[src/rtl/serial_pattern_tx_pkg.sv]
// -----------------------------------------------------------------------------
// serial_pattern_tx_pkg
// Shared definitions for the serial pattern transmitter:
//   - state_e      : 2-bit FSM state encoding (IDLE, SHIFT, DONE, PARITY)
//   - DEF_PAT_W    : default pattern width
//   - DEF_CNT_W    : default repeat-count width
//   - DEF_PATTERN  : default test pattern (3'b110)
// -----------------------------------------------------------------------------
package serial_pattern_tx_pkg;

  typedef enum logic [1:0] {
    IDLE   = 2'b00,
    SHIFT  = 2'b01,
    DONE   = 2'b10,
    PARITY = 2'b11
  } state_e;

  localparam int DEF_PAT_W = 3;
  localparam int DEF_CNT_W = 4;

  localparam logic [DEF_PAT_W-1:0] DEF_PATTERN = 3'b110;

endpackage

[src/rtl/serial_pattern_tx_shifter.sv]
// -----------------------------------------------------------------------------
// pattern_shifter
// W-bit loadable left-shift register paired with a bit down-counter.
// Ports:
//   clk   : clock, all logic on posedge
//   reset : synchronous active-low reset (clears register and counter)
//   load  : load din into the register, counter set to W-1 (wins over shift)
//   shift : shift left by one and decrement, only while the counter is nonzero
//   din   : parallel load value
//   msb   : current register MSB (the bit being transmitted)
//   last  : counter has reached zero (current MSB is the last bit of the copy)
// -----------------------------------------------------------------------------
module pattern_shifter #(
  parameter int W = 3
) (
  input  logic         clk,
  input  logic         reset,
  input  logic         load,
  input  logic         shift,
  input  logic [W-1:0] din,
  output logic         msb,
  output logic         last
);

  localparam int CW = (W > 1) ? $clog2(W) : 1;

  logic [W-1:0]  shreg_q, shreg_d;
  logic [CW-1:0] bit_cnt_q, bit_cnt_d;

  always_comb begin
    shreg_d   = shreg_q;
    bit_cnt_d = bit_cnt_q;
    if (load) begin
      shreg_d   = din;
      bit_cnt_d = CW'(W - 1);
    end else if (shift && (bit_cnt_q != '0)) begin
      shreg_d   = {shreg_q[W-2:0], 1'b0};
      bit_cnt_d = bit_cnt_q - CW'(1);
    end
  end

  always_ff @(posedge clk) begin
    if (!reset) begin
      shreg_q   <= '0;
      bit_cnt_q <= '0;
    end else begin
      shreg_q   <= shreg_d;
      bit_cnt_q <= bit_cnt_d;
    end
  end

  assign msb  = shreg_q[W-1];
  assign last = (bit_cnt_q == '0);

endmodule

[src/rtl/serial_pattern_tx.sv]
// -----------------------------------------------------------------------------
// serial_pattern_tx
// Captures a PAT_W-bit pattern on start and shifts it out MSB-first, one bit
// per clock, repeated max(repeat_n,1) times back to back, then pulses done.
// Outputs are decoded from registered state only (Moore).
//
// Optional build macro: SERIAL_PATTERN_TX_PARITY_EN
//   When defined, each pattern copy is followed by one even-parity bit
//   (XOR of the captured pattern), emitted with valid=1 and busy=1.
//
// Ports:
//   clk         : clock
//   reset       : synchronous active-low reset
//   start       : burst request, sampled only in IDLE
//   pattern     : bits to send, MSB first, captured on start acceptance
//   repeat_n    : number of copies (0 behaves as 1)
//   out         : serial data bit (IDLE_LVL when not transmitting)
//   valid       : out carries a pattern (or parity) bit
//   busy        : burst in progress
//   done        : one-cycle pulse after the last data bit
//   dbg_state_o : current FSM state
//
// Handshake: start is a level request; it is accepted on the posedge where
// the FSM is in IDLE and start=1. There is no backpressure; requests while
// busy or in DONE are dropped, not queued.
// -----------------------------------------------------------------------------
module serial_pattern_tx
  import serial_pattern_tx_pkg::*;
#(
  parameter int   PAT_W    = DEF_PAT_W,
  parameter int   CNT_W    = DEF_CNT_W,
  parameter logic IDLE_LVL = 1'b0
) (
  input  logic             clk,
  input  logic             reset,
  input  logic             start,
  input  logic [PAT_W-1:0] pattern,
  input  logic [CNT_W-1:0] repeat_n,
  output logic             out,
  output logic             valid,
  output logic             busy,
  output logic             done,
  output logic [1:0]       dbg_state_o
);

  state_e           state_q, state_d;
  logic [CNT_W-1:0] rep_cnt_q, rep_cnt_d;
  logic [PAT_W-1:0] pat_copy_q, pat_copy_d;

  logic             sh_load;
  logic             sh_shift;
  logic [PAT_W-1:0] sh_din;
  logic             sh_msb;
  logic             sh_last;

  pattern_shifter #(
    .W (PAT_W)
  ) u_shifter (
    .clk   (clk),
    .reset (reset),
    .load  (sh_load),
    .shift (sh_shift),
    .din   (sh_din),
    .msb   (sh_msb),
    .last  (sh_last)
  );

  always_comb begin
    state_d    = state_q;
    rep_cnt_d  = rep_cnt_q;
    pat_copy_d = pat_copy_q;
    sh_load    = 1'b0;
    sh_shift   = 1'b0;
    sh_din     = pat_copy_q;
    out        = IDLE_LVL;
    valid      = 1'b0;
    busy       = 1'b0;
    done       = 1'b0;

    case (state_q)
      IDLE: begin
        if (start) begin
          sh_load    = 1'b1;
          sh_din     = pattern;
          pat_copy_d = pattern;
          rep_cnt_d  = (repeat_n == '0) ? CNT_W'(1) : repeat_n;
          state_d    = SHIFT;
        end
      end

      SHIFT: begin
        out   = sh_msb;
        valid = 1'b1;
        busy  = 1'b1;
        if (!sh_last) begin
          sh_shift = 1'b1;
        end else begin
`ifdef SERIAL_PATTERN_TX_PARITY_EN
          state_d = PARITY;
`else
          // Reload immediately so the next copy follows with no gap.
          // rep_cnt only decrements while >1, so full scale never wraps.
          if (rep_cnt_q > CNT_W'(1)) begin
            sh_load   = 1'b1;
            rep_cnt_d = rep_cnt_q - CNT_W'(1);
          end else begin
            state_d = DONE;
          end
`endif
        end
      end

`ifdef SERIAL_PATTERN_TX_PARITY_EN
      PARITY: begin
        out   = ^pat_copy_q;
        valid = 1'b1;
        busy  = 1'b1;
        if (rep_cnt_q > CNT_W'(1)) begin
          sh_load   = 1'b1;
          rep_cnt_d = rep_cnt_q - CNT_W'(1);
          state_d   = SHIFT;
        end else begin
          state_d = DONE;
        end
      end
`endif

      DONE: begin
        done    = 1'b1;
        state_d = IDLE;
      end

      default: begin
        state_d = IDLE;
      end
    endcase
  end

  always_ff @(posedge clk) begin
    if (!reset) begin
      state_q    <= IDLE;
      rep_cnt_q  <= '0;
      pat_copy_q <= '0;
    end else begin
      state_q    <= state_d;
      rep_cnt_q  <= rep_cnt_d;
      pat_copy_q <= pat_copy_d;
    end
  end

  assign dbg_state_o = state_q;

endmodule

[config.mk]
export PLATFORM = sky130hd
export DESIGN_NAME = serial_pattern_tx
export DESIGN_NICKNAME = d
export VERILOG_FILES = /design/src/rtl/serial_pattern_tx_pkg.sv /design/src/rtl/serial_pattern_tx_shifter.sv /design/src/rtl/serial_pattern_tx.sv
export SDC_FILE = /design/constraint.sdc
export NUM_CORES = 1
export LEC_CHECK = 0
export ABC_CLOCK_PERIOD_IN_PS = 1900
export CORE_MARGIN = 2
export CORE_UTILIZATION = 40
export DETAILED_ROUTE_END_ITERATION = 10
export GPL_TIMING_DRIVEN = 1
export HOLD_SLACK_MARGIN = 0.12
export PLACE_DENSITY_LB_ADDON = 0.08
export SLEW_MARGIN = 20
export SYNTH_ARGS = -nofsm -noshare
export SYNTH_HDL_FRONTEND = slang
export SYNTH_SLANG_ARGS = --single-unit
[constraint.sdc]
create_clock -name clk -period 1.9 [get_ports clk]
set_input_delay 0.38 -clock clk [delete_from_list [all_inputs] [get_ports clk]]
set_output_delay 0.38 -clock clk [all_outputs]
set_load 0.005 [all_outputs]
==> metrics.txt <==
vias post-DR=682; Critical Path End Type=output port; Worst Path Required=1.52 ns; CP max FO=6; CTS Sinks=14; Die X=48.3 um; critical path class=reg2out; Post-Syn Area per Cell=9.82 sq um; die area=2330 sq um; run status=finished, final reports clean; gr usage total=0.157; CTS Hold Buffers Added=0; setup TNS=0 ns; Clock Skew=0.00223 ns; CTS tree=yes; first-pass GRT wire length=2900 um; most common cell after layout, fill and taps aside=clkdlybuf4s50_1; antenna-violating nets left=0; actual slew at the worst max-slew pin=0.300 ns; Overflow after GRT=0; antenna cells=0; Ports=16; maxcap violations=0; Main synth FF type=dfxtp_1; Slew HR=0.800; Pwr per Cell Area=818 nW/um^2; RR Startpoint=rep_cnt_q[0]; Cells after Synth=80; Area Overhead vs Synth=33.1%; startpoint types=flop; cell area after synthesis=786 sq um; dpl hpwl=1230 um; clk_lat worst skew=0.27 ns; RSZ-0062 raised after global routing=no; Initial Util=0.413; CTS root buf=clkbuf_4; ys async rst share=0; port buffer count=15; 1st-pass router iterations=4; Final #Nets=117; Peak supply drop=0.000488 V; Net Count, Synth=93; Synth area leader=dfxtp_1; Period minus WS final=1.81 ns; initial antenna violation count=0; Final setup viols=0; synth top area cells=dfxtp_1 36%, ha_1 4.8%, o211a_1 3.8%, mux2_2 2.9%, o311a_4 2.7%; largest net degree at the start of global routing=12; Largest stage delay, worst path=0.49 ns; Clock Path Buffers=2; H-tree depth=1; Synth top area share=0.357; Post-synth EDFFs=0; Cell Rows=16; Syn. warnings=0; Max Freq=0.553 GHz; DR WL/cell=12.9 um; Die Ht=48.3 um; synthesized flop and latch total=14; Hold Vio Cnt, Final=0; final slew viol count=0; most frequent cells in the layout=14 x clkdlybuf4s50_1, 13 x dfxtp_1, 6 x buf_4, 5 x nor2_1, 5 x nand2_1; multi-input logic area=464 sq um; CP Cell Sequence=buf_4, and2b_1, clkdlybuf4s50_1; Seq. cell area=282 sq um; post-synth cell types=39; vias per cell=5.29; DRT iter0 DRCs=10; vias in the first global route=676; drt total wl=1670 um; fin crit share=0.951; Worst Min Path Start=pat_copy_q[0]; Worst EP arrival=1.43 ns; Core Region=1900 sq um; total CTS buffers=3; WHS=0.465 ns; Seq/Total Area, Yosys=0.357; Final Wtd Congestion=0.852; DRC Markers=0; Slowest-stage cell, CP=clkdlybuf4s50_1; Setup crit start=dbg_state_o[0]; # fillers=177; ratio of cells with drive above 1 in the final layout=0.225; Worst Hold Class=reg2reg; clock slew at reported path FFs=0.08 ns; Leak=0.447 nW
## flip-flops by register name, summed over array words and instances, names as in the netlist
signal	cells
dbg_state_o	2
u_shifter.bit_cnt_q	2
u_shifter.shreg_q	3
rep_cnt_q	4
pat_copy_q	3
## path summary, 6_finish.rpt
check / slack, ns / end / cells after the start
worst max register to register: 0.26 / rep_cnt_q[2] / 6
worst min-delay path: 0.47 / pat_copy_q[0] / 2
worst max-delay path: 0.09 / done / 3
worst min register to register: 0.47 / pat_copy_q[0] / 2
## per-stage QoR
stage | utilization | area, sq um | setup slack (ns) | total power, W | std cells
after floorplan | - | 786 | 0.275 | 0.000578 | 80
after global placement | 0.532 | 1010 | 0.0706 | 0.000692 | 126
after detailed placement | 0.532 | 1010 | 0.0611 | 0.000693 | 126
after CTS | 0.548 | 1040 | 0.0440 | 0.000868 | 129
after global routing | 0.550 | 1050 | 0.0120 | 0.000919 | 129
final | 0.550 | 1050 | 0.0925 | 0.000856 | 129
## cells in the mapped netlist (2+ instances only)
cell and n:
a21oi_1 2, a32o_1 2, and2_1 2, dfxtp_1 14, ha_1 3, inv_1 4, mux2_2 2, mux2i_1 2
nand2_1 5, nor2_1 5, nor2b_1 3, nor3_1 3, nor4_1 2, o211a_1 3, o21a_1 2, o21ai_0 2
o22ai_1 2
## layout make-up
class / count / share of cell area
Timing Repair Buffer: 22 / 0.208
Clock buffer: 3 / 0.0215
Multi-Input combinational cell: 58 / 0.444
Inverter: 5 / 0.0251
Sequential cell: 14 / 0.269
Tap cell: 27 / 0.0323
## where the power goes
group          leakage, nW  internal [W]  total, W  switching, W
clock               0.0138     0.0000734  0.000164     0.0000911
sequential           0.116      0.000334  0.000365     0.0000311
combinational        0.318      0.000174  0.000327      0.000153
total                0.447      0.000581  0.000856      0.000275
## routing by layer
metal	vias up	part of all wire	GRT usage
met5	-	0	0
met4	0	0.0054	0.0714
met3	2	0.049	0.0278
met2	23	0.49	0.271
met1	317	0.46	0.190
li1	340	-	-
## worst max-delay path: cells and delay by family (launching register included)
| family | cells | cell delay, ns |
|---|---|---|
| DFF | 1 | 0.34 |
| buffers and inverters | 2 | 0.64 |
| and+or+nand+nor | 1 | 0.18 |
## kinds of logic after synthesis
kind of cell / count (synthesis) / synth area share
muxes: 4 / 0.0541
buffers and inverters: 8 / 0.0621
AOI/OAI and AO/OA: 21 / 0.234
adders and majority gates: 3 / 0.0478
DFF: 14 / 0.357
and+or+nand+nor: 29 / 0.234
xor gates and xnor gates: 1 / 0.0111
## repair_timing
action / CTS / global route
gates resized for setup: 2 / 2
setup buffers: 0 / 0
cloned: 0 / 0
endpoints found under the setup margin: 1 / 2
pin swaps: 0 / 0
No activity file was read; power rests on OpenSTA's default activity.
==> variant 1: new RTL, config.mk and constraints unchanged <==
Change the package constant `DEF_PAT_W` from 3 to 6.
--- a/src/rtl/serial_pattern_tx_pkg.sv
+++ b/src/rtl/serial_pattern_tx_pkg.sv
@@ -16,5 +16,5 @@
   } state_e;
 
-  localparam int DEF_PAT_W = 3;
+  localparam int DEF_PAT_W = 6;
   localparam int DEF_CNT_W = 4;
 
Interface: changed (resized pattern); port bits go from 16 to 19. The function was not compared with the original's and may differ.
==> variant 1 against the unedited design <==
Clock skew about the same; power increased by 49%; die area increased by 36%; sequential cell count increased by 7; synthesized area increased by 39%; combinational power increased by 54%; synthesized cell count increased by 45%; critical endpoint is now dbg_state_o[1]; cell area increased by 39%; highest routed layer unchanged; setup slack improved by 0.047 ns; hold slack improved by 0.029 ns; first-iteration DRC count increased by 110%; wire length increased by 50%.
==> variant 1: results <==
[outcome]
status = "completed"

[global_routing]
antenna_found_initial = 0
use_met3_pct = 2.995
grt_pass1_vias = 992
grt_util_met2_pct = 28.91
track_usage_pct = 17.35
grt_pass1_wl_mm = 4.367
grt_max_degree = 12
met1_usage_pct = 21.94

[place]
dpl.hpwl_mm = 1.783
port_buffers = 18
pre_cts_ws_ns = -0.02640
placed_area_um2 = 1366
place_congestion = 0.8014

[clocking]
clk_pin_slew_ns = 0.12
cts.path.max_buffers = 2
clkLatencyLatePin_ns = 0.30

[setup_path]
r2r_cells = 7
crit_fanout = 4
reg2reg_to = "u_shifter.shreg_q[4]"
worst-r2r-setup-slack_ns = 0.16
critPathArrivalTime_ns = 1.38
rr_startpoint = "rep_cnt_q[0]"
crit_slowest_cell = "clkdlybuf4s50_1"
setup.worst_path.start = "dbg_state_o[1]"

[pwr]
irDropWorstVdd_uv = 501.7
p_leak_nw = 0.6211

[synthesis]
synth_cells = 116
syn_nets = 133
synth_common_cells = "dfxtp_1, nor2_1, nand2_1"
seq_area_frac_synth_pct = 38.44
synth_area_leaders = "dfxtp_1, mux2i_1, ha_1"
synth_warnings = 0
ys_types = 43

[finish]
multi_input_area_um2 = 604.3
num-fill-cells = 235
drive_gt1_share_pct = 23.18
reg_top3 = "pat_copy_q x6, u_shifter.shreg_q x6, rep_cnt_q x4"
nets = 169

[flow_run]
drv_cap = 0

[drt]
routed_wirelength_mm = 2.506
vias = 984
wl_per_cell_um = 13.85
drtIter0Drc = 21

[timing]
fin_skew_ns = 0.002352
relSlewSlack_pct = 69.87

[hold_path]
hold_end = "u_shifter.shreg_q[5]"
worstHoldStart = "u_shifter.shreg_q[5]"
-- variant 1: cell types whose count changed after synthesis, moves of 2 or more --
cell	delta
a21boi_1	+4
a21oi_1	+3
a311oi_1	+5
dfxtp_1	+7
mux2_2	-2
mux2i_1	+4
nand2_1	+4
nand3_1	+6
nand4_1	+2
nor2_1	+7
nor2b_1	-2
o211a_1	-2
o21a_1	-2
o21ai_0	-2
-- variant 1: repair_timing --
action,4_1_cts,5_1_grt
gates resized for setup,3,3
setup endpoints to repair,3,6
hold endpoints to repair,0,0
pin swaps,0,0
setup buffers,4,1
-- variant 1: logic make-up (layout without fill, tap and decap cells) --
logic type      count (synthesis)  in the layout  synth area share (%)
compound gates                 26             26                 20.48
xor+xnor                        2              2                 1.602
fa+ha+maj                       4              4                 4.577
buf+inv                        13             48                 7.207
flops                          21             21                 38.44
mux                             7              7                 6.865
simple gates                   43             43                 20.82
-- variant 1: per-layer routing --
metal	vias to the layer above	part of all wire, %	wire, um
met3	4	3.5	88
met4	0	1.4	34
met1	469	46	1164
met5	-	0	0
li1	489	-	-
met2	22	49	1219
-- variant 1: worst max path at each step --
stage | end | slack (ns)
after floorplan | u_shifter.shreg_q[0] | 0.28
after detailed placement | u_shifter.shreg_q[5] | -0.03
after CTS | out | 0.0006
final | dbg_state_o[1] | 0.14
after global placement | u_shifter.shreg_q[5] | -0.0009
after global routing | u_shifter.shreg_q[4] | 0.03
-- variant 1: report_power, final --
part	internal (mW)	switching [mW]
clock	0.0818	0.144
sequential	0.502	0.0423
combinational	0.254	0.251
-- variant 1: layout make-up --
cell class / count / area share, %
multi-input cells: 82 / 41.71
flip-flops and latches: 21 / 29.27
repair buffers: 37 / 22.63
well taps: 30 / 2.591
inverters: 7 / 1.986
clock buffers: 4 / 1.813
-- variant 1: metrics by stage --
stage	power [mW]	hold WS, ns
3_5_place_dp	1.027	0.4779
6_report	1.276	0.4942
4_1_cts	1.276	0.4957
2_1_floorplan	0.8638	0.4501
3_3_place_gp	1.022	0.4764
5_1_grt	1.363	0.5176
-- variant 1: worst register-to-register path, cell delays in order (launching register included) --
cell and delay [ns]:
dfxtp_1 0.41, inv_1 0.08, ha_1 0.24, nor2_2 0.21
o311a_2 0.25, nor2_4 0.07, buf_4 0.16, a311oi_1 0.23
==> variant 2: new RTL, same settings <==
Made on the original files. Put a register stage on the output `done`, cleared by the reset. The value now appears one clock later. The other outputs are not delayed to match. Comments in the files are not updated.
--- a/src/rtl/serial_pattern_tx.sv
+++ b/src/rtl/serial_pattern_tx.sv
@@ -44,4 +44,6 @@
 );
 
+  logic done_d;
+
   state_e           state_q, state_d;
   logic [CNT_W-1:0] rep_cnt_q, rep_cnt_d;
@@ -76,5 +78,5 @@
     valid      = 1'b0;
     busy       = 1'b0;
-    done       = 1'b0;
+    done_d     = 1'b0;
 
     case (state_q)
@@ -127,5 +129,5 @@
 
       DONE: begin
-        done    = 1'b1;
+        done_d  = 1'b1;
         state_d = IDLE;
       end
@@ -151,4 +153,12 @@
   assign dbg_state_o = state_q;
 
+  always_ff @(posedge clk) begin
+    if (!reset) begin
+      done <= '0;
+    end else begin
+      done <= done_d;
+    end
+  end
+
 endmodule
 
Behaviour: not the same (Yosys sat finds a counterexample within 10 cycles, from zero or initial values and one cycle with reset low).
==> variant 2 against the unedited design <==
Wire length hardly changed; largest power group unchanged; setup slack improved by 0.037 ns; critical path depth is 3 higher; via count increased by 3.4%; cell area increased by 1.4%; synthesized area grew 1.3%; highest routed layer is now met3; hold slack gained 0.0024 ns; clock power rose by 13%; largest cell class unchanged; power grew 6.0%; sequential cell count rose by 1.
==> variant 2: results <==
[place]
port_buffers = 15
dp_cells = 130
place_congestion = 0.8623
dpl.hpwl_mm = 1.220
placed_area_um2 = 1005
pre_cts_ws_ns = -0.04242

[global_routing]
grt_pass1_vias = 609
antenna_found_initial = 0
grt_pass1_wl_mm = 2.801
grt_max_degree = 11
track_usage_pct = 14.91

[clocking]
clkLatencyLatePin_ns = 0.28
clk_pin_slew_ns = 0.10
htree_levels = 1
cts_made_buffers = 3

[timing]
worst_pin_slew_ns = 0.5685
hold_ws_ns = 0.4676
fin_skew_ns = 0.004877
finalCriticalPeriod_ns = 1.771

[setup_path]
critPathArrivalTime_ns = 1.95
rr_startpoint = "rep_cnt_q[0]"
crit_fanout = 4
reg2reg_to = "u_shifter.shreg_q[0]"
worst-r2r-setup-slack_ns = 0.13
r2r_cells = 6

[drt]
met2_length_um = 805
wl_met3_um = 64
wl_met1_um = 801
wl_per_cell_um = 12.38
routed_wirelength_mm = 1.671
highest_layer = "met3"
vias = 705
drtIter0Drc = 15

[finish]
drive_gt1_share_pct = 22.22
reg_top3 = "rep_cnt_q x4, pat_copy_q x3, u_shifter.shreg_q x3"
nets = 122
num-fill-cells = 185

[synthesis]
synth_cells = 85
synth-compound-area-share_pct = 17.77
syn_nets = 98
synth_xor_xnor_area_share_pct = 1.101
seq_area_frac_synth_pct = 37.74
synth_area_leaders = "dfxtp_1, mux2i_1, ha_1"
synth_fa_ha_area_share_pct = 4.717
ys_types = 36
synth_common_cells = "dfxtp_1, nor2_1, a21oi_1, inv_1, nand2_1"
synth.area.mux_share_pct = 9.591

[hold_path]
holdPathStages = 2

[outcome]
status = "completed"

[pwr]
p_leak_nw = 0.4322
irDropWorstVdd_uv = 399.0
## variant 2: where the power goes
group	switching, mW	leakage [nW]	internal, mW	total (mW)
Combinational	0.160	0.291	0.172	0.332
Sequential	0.0348	0.124	0.356	0.391
Clock	0.107	0.0177	0.0780	0.185
## variant 2: final cells by class
type / count / area share [%]
inverters: 6 / 2.123
repair buffers: 23 / 20.05
multi-input cells: 60 / 43.63
clock buffers: 3 / 2.123
flip-flops and latches: 15 / 28.42
well taps: 27 / 3.184
clock inverters: 1 / 0.4717
## variant 2: worst max path at each step
stage,startpoint,to
final,rep_cnt_q[0],u_shifter.shreg_q[0]
after global routing,rep_cnt_q[0],u_shifter.shreg_q[0]
after CTS,rep_cnt_q[0],u_shifter.shreg_q[0]
after detailed placement,start,u_shifter.shreg_q[1]
after global placement,start,u_shifter.shreg_q[1]
after floorplan,rep_cnt_q[0],u_shifter.shreg_q[0]
## variant 2: timing repair
action / 4_1_cts / 5_1_grt
setup buffers: 1 / 0
gates cloned: 0 / 0
gates resized for setup: 0 / 5
hold endpoints to repair: 0 / 0
setup endpoints to repair: 1 / 4
pin swaps: 0 / 0
## variant 2: layer usage
layer,vias up,global-route usage (%)
met5,-,0
li1,353,-
met3,0,3.086
met2,15,24.43
met1,337,20.39
met4,0,2.857
## variant 2: cell families after synthesis
kind of cell,Yosys count
AO/OA/AOI/OAI,18
XOR/XNOR,1
adder cells (fa/ha/maj),3
buffers and inverters,10
flip-flops,15
multiplexers,7
AND/OR/NAND/NOR,31
## variant 2: worst max-delay path, stage by stage, from the launching register on
cell	delay [ns]
dfxtp_1	0.36
inv_1	0.11
ha_1	0.20
nor2_1	0.10
o311a_2	0.41
nor2_4	0.16
mux2_2	0.34
## variant 2: per-stage QoR
step	setup TNS (ns)	util, %
2_1_floorplan	0	-
3_3_place_gp	-0.02475	52.28
3_5_place_dp	-0.1057	52.28
4_1_cts	0	54.10
5_1_grt	0	55.21
6_report	0	55.21
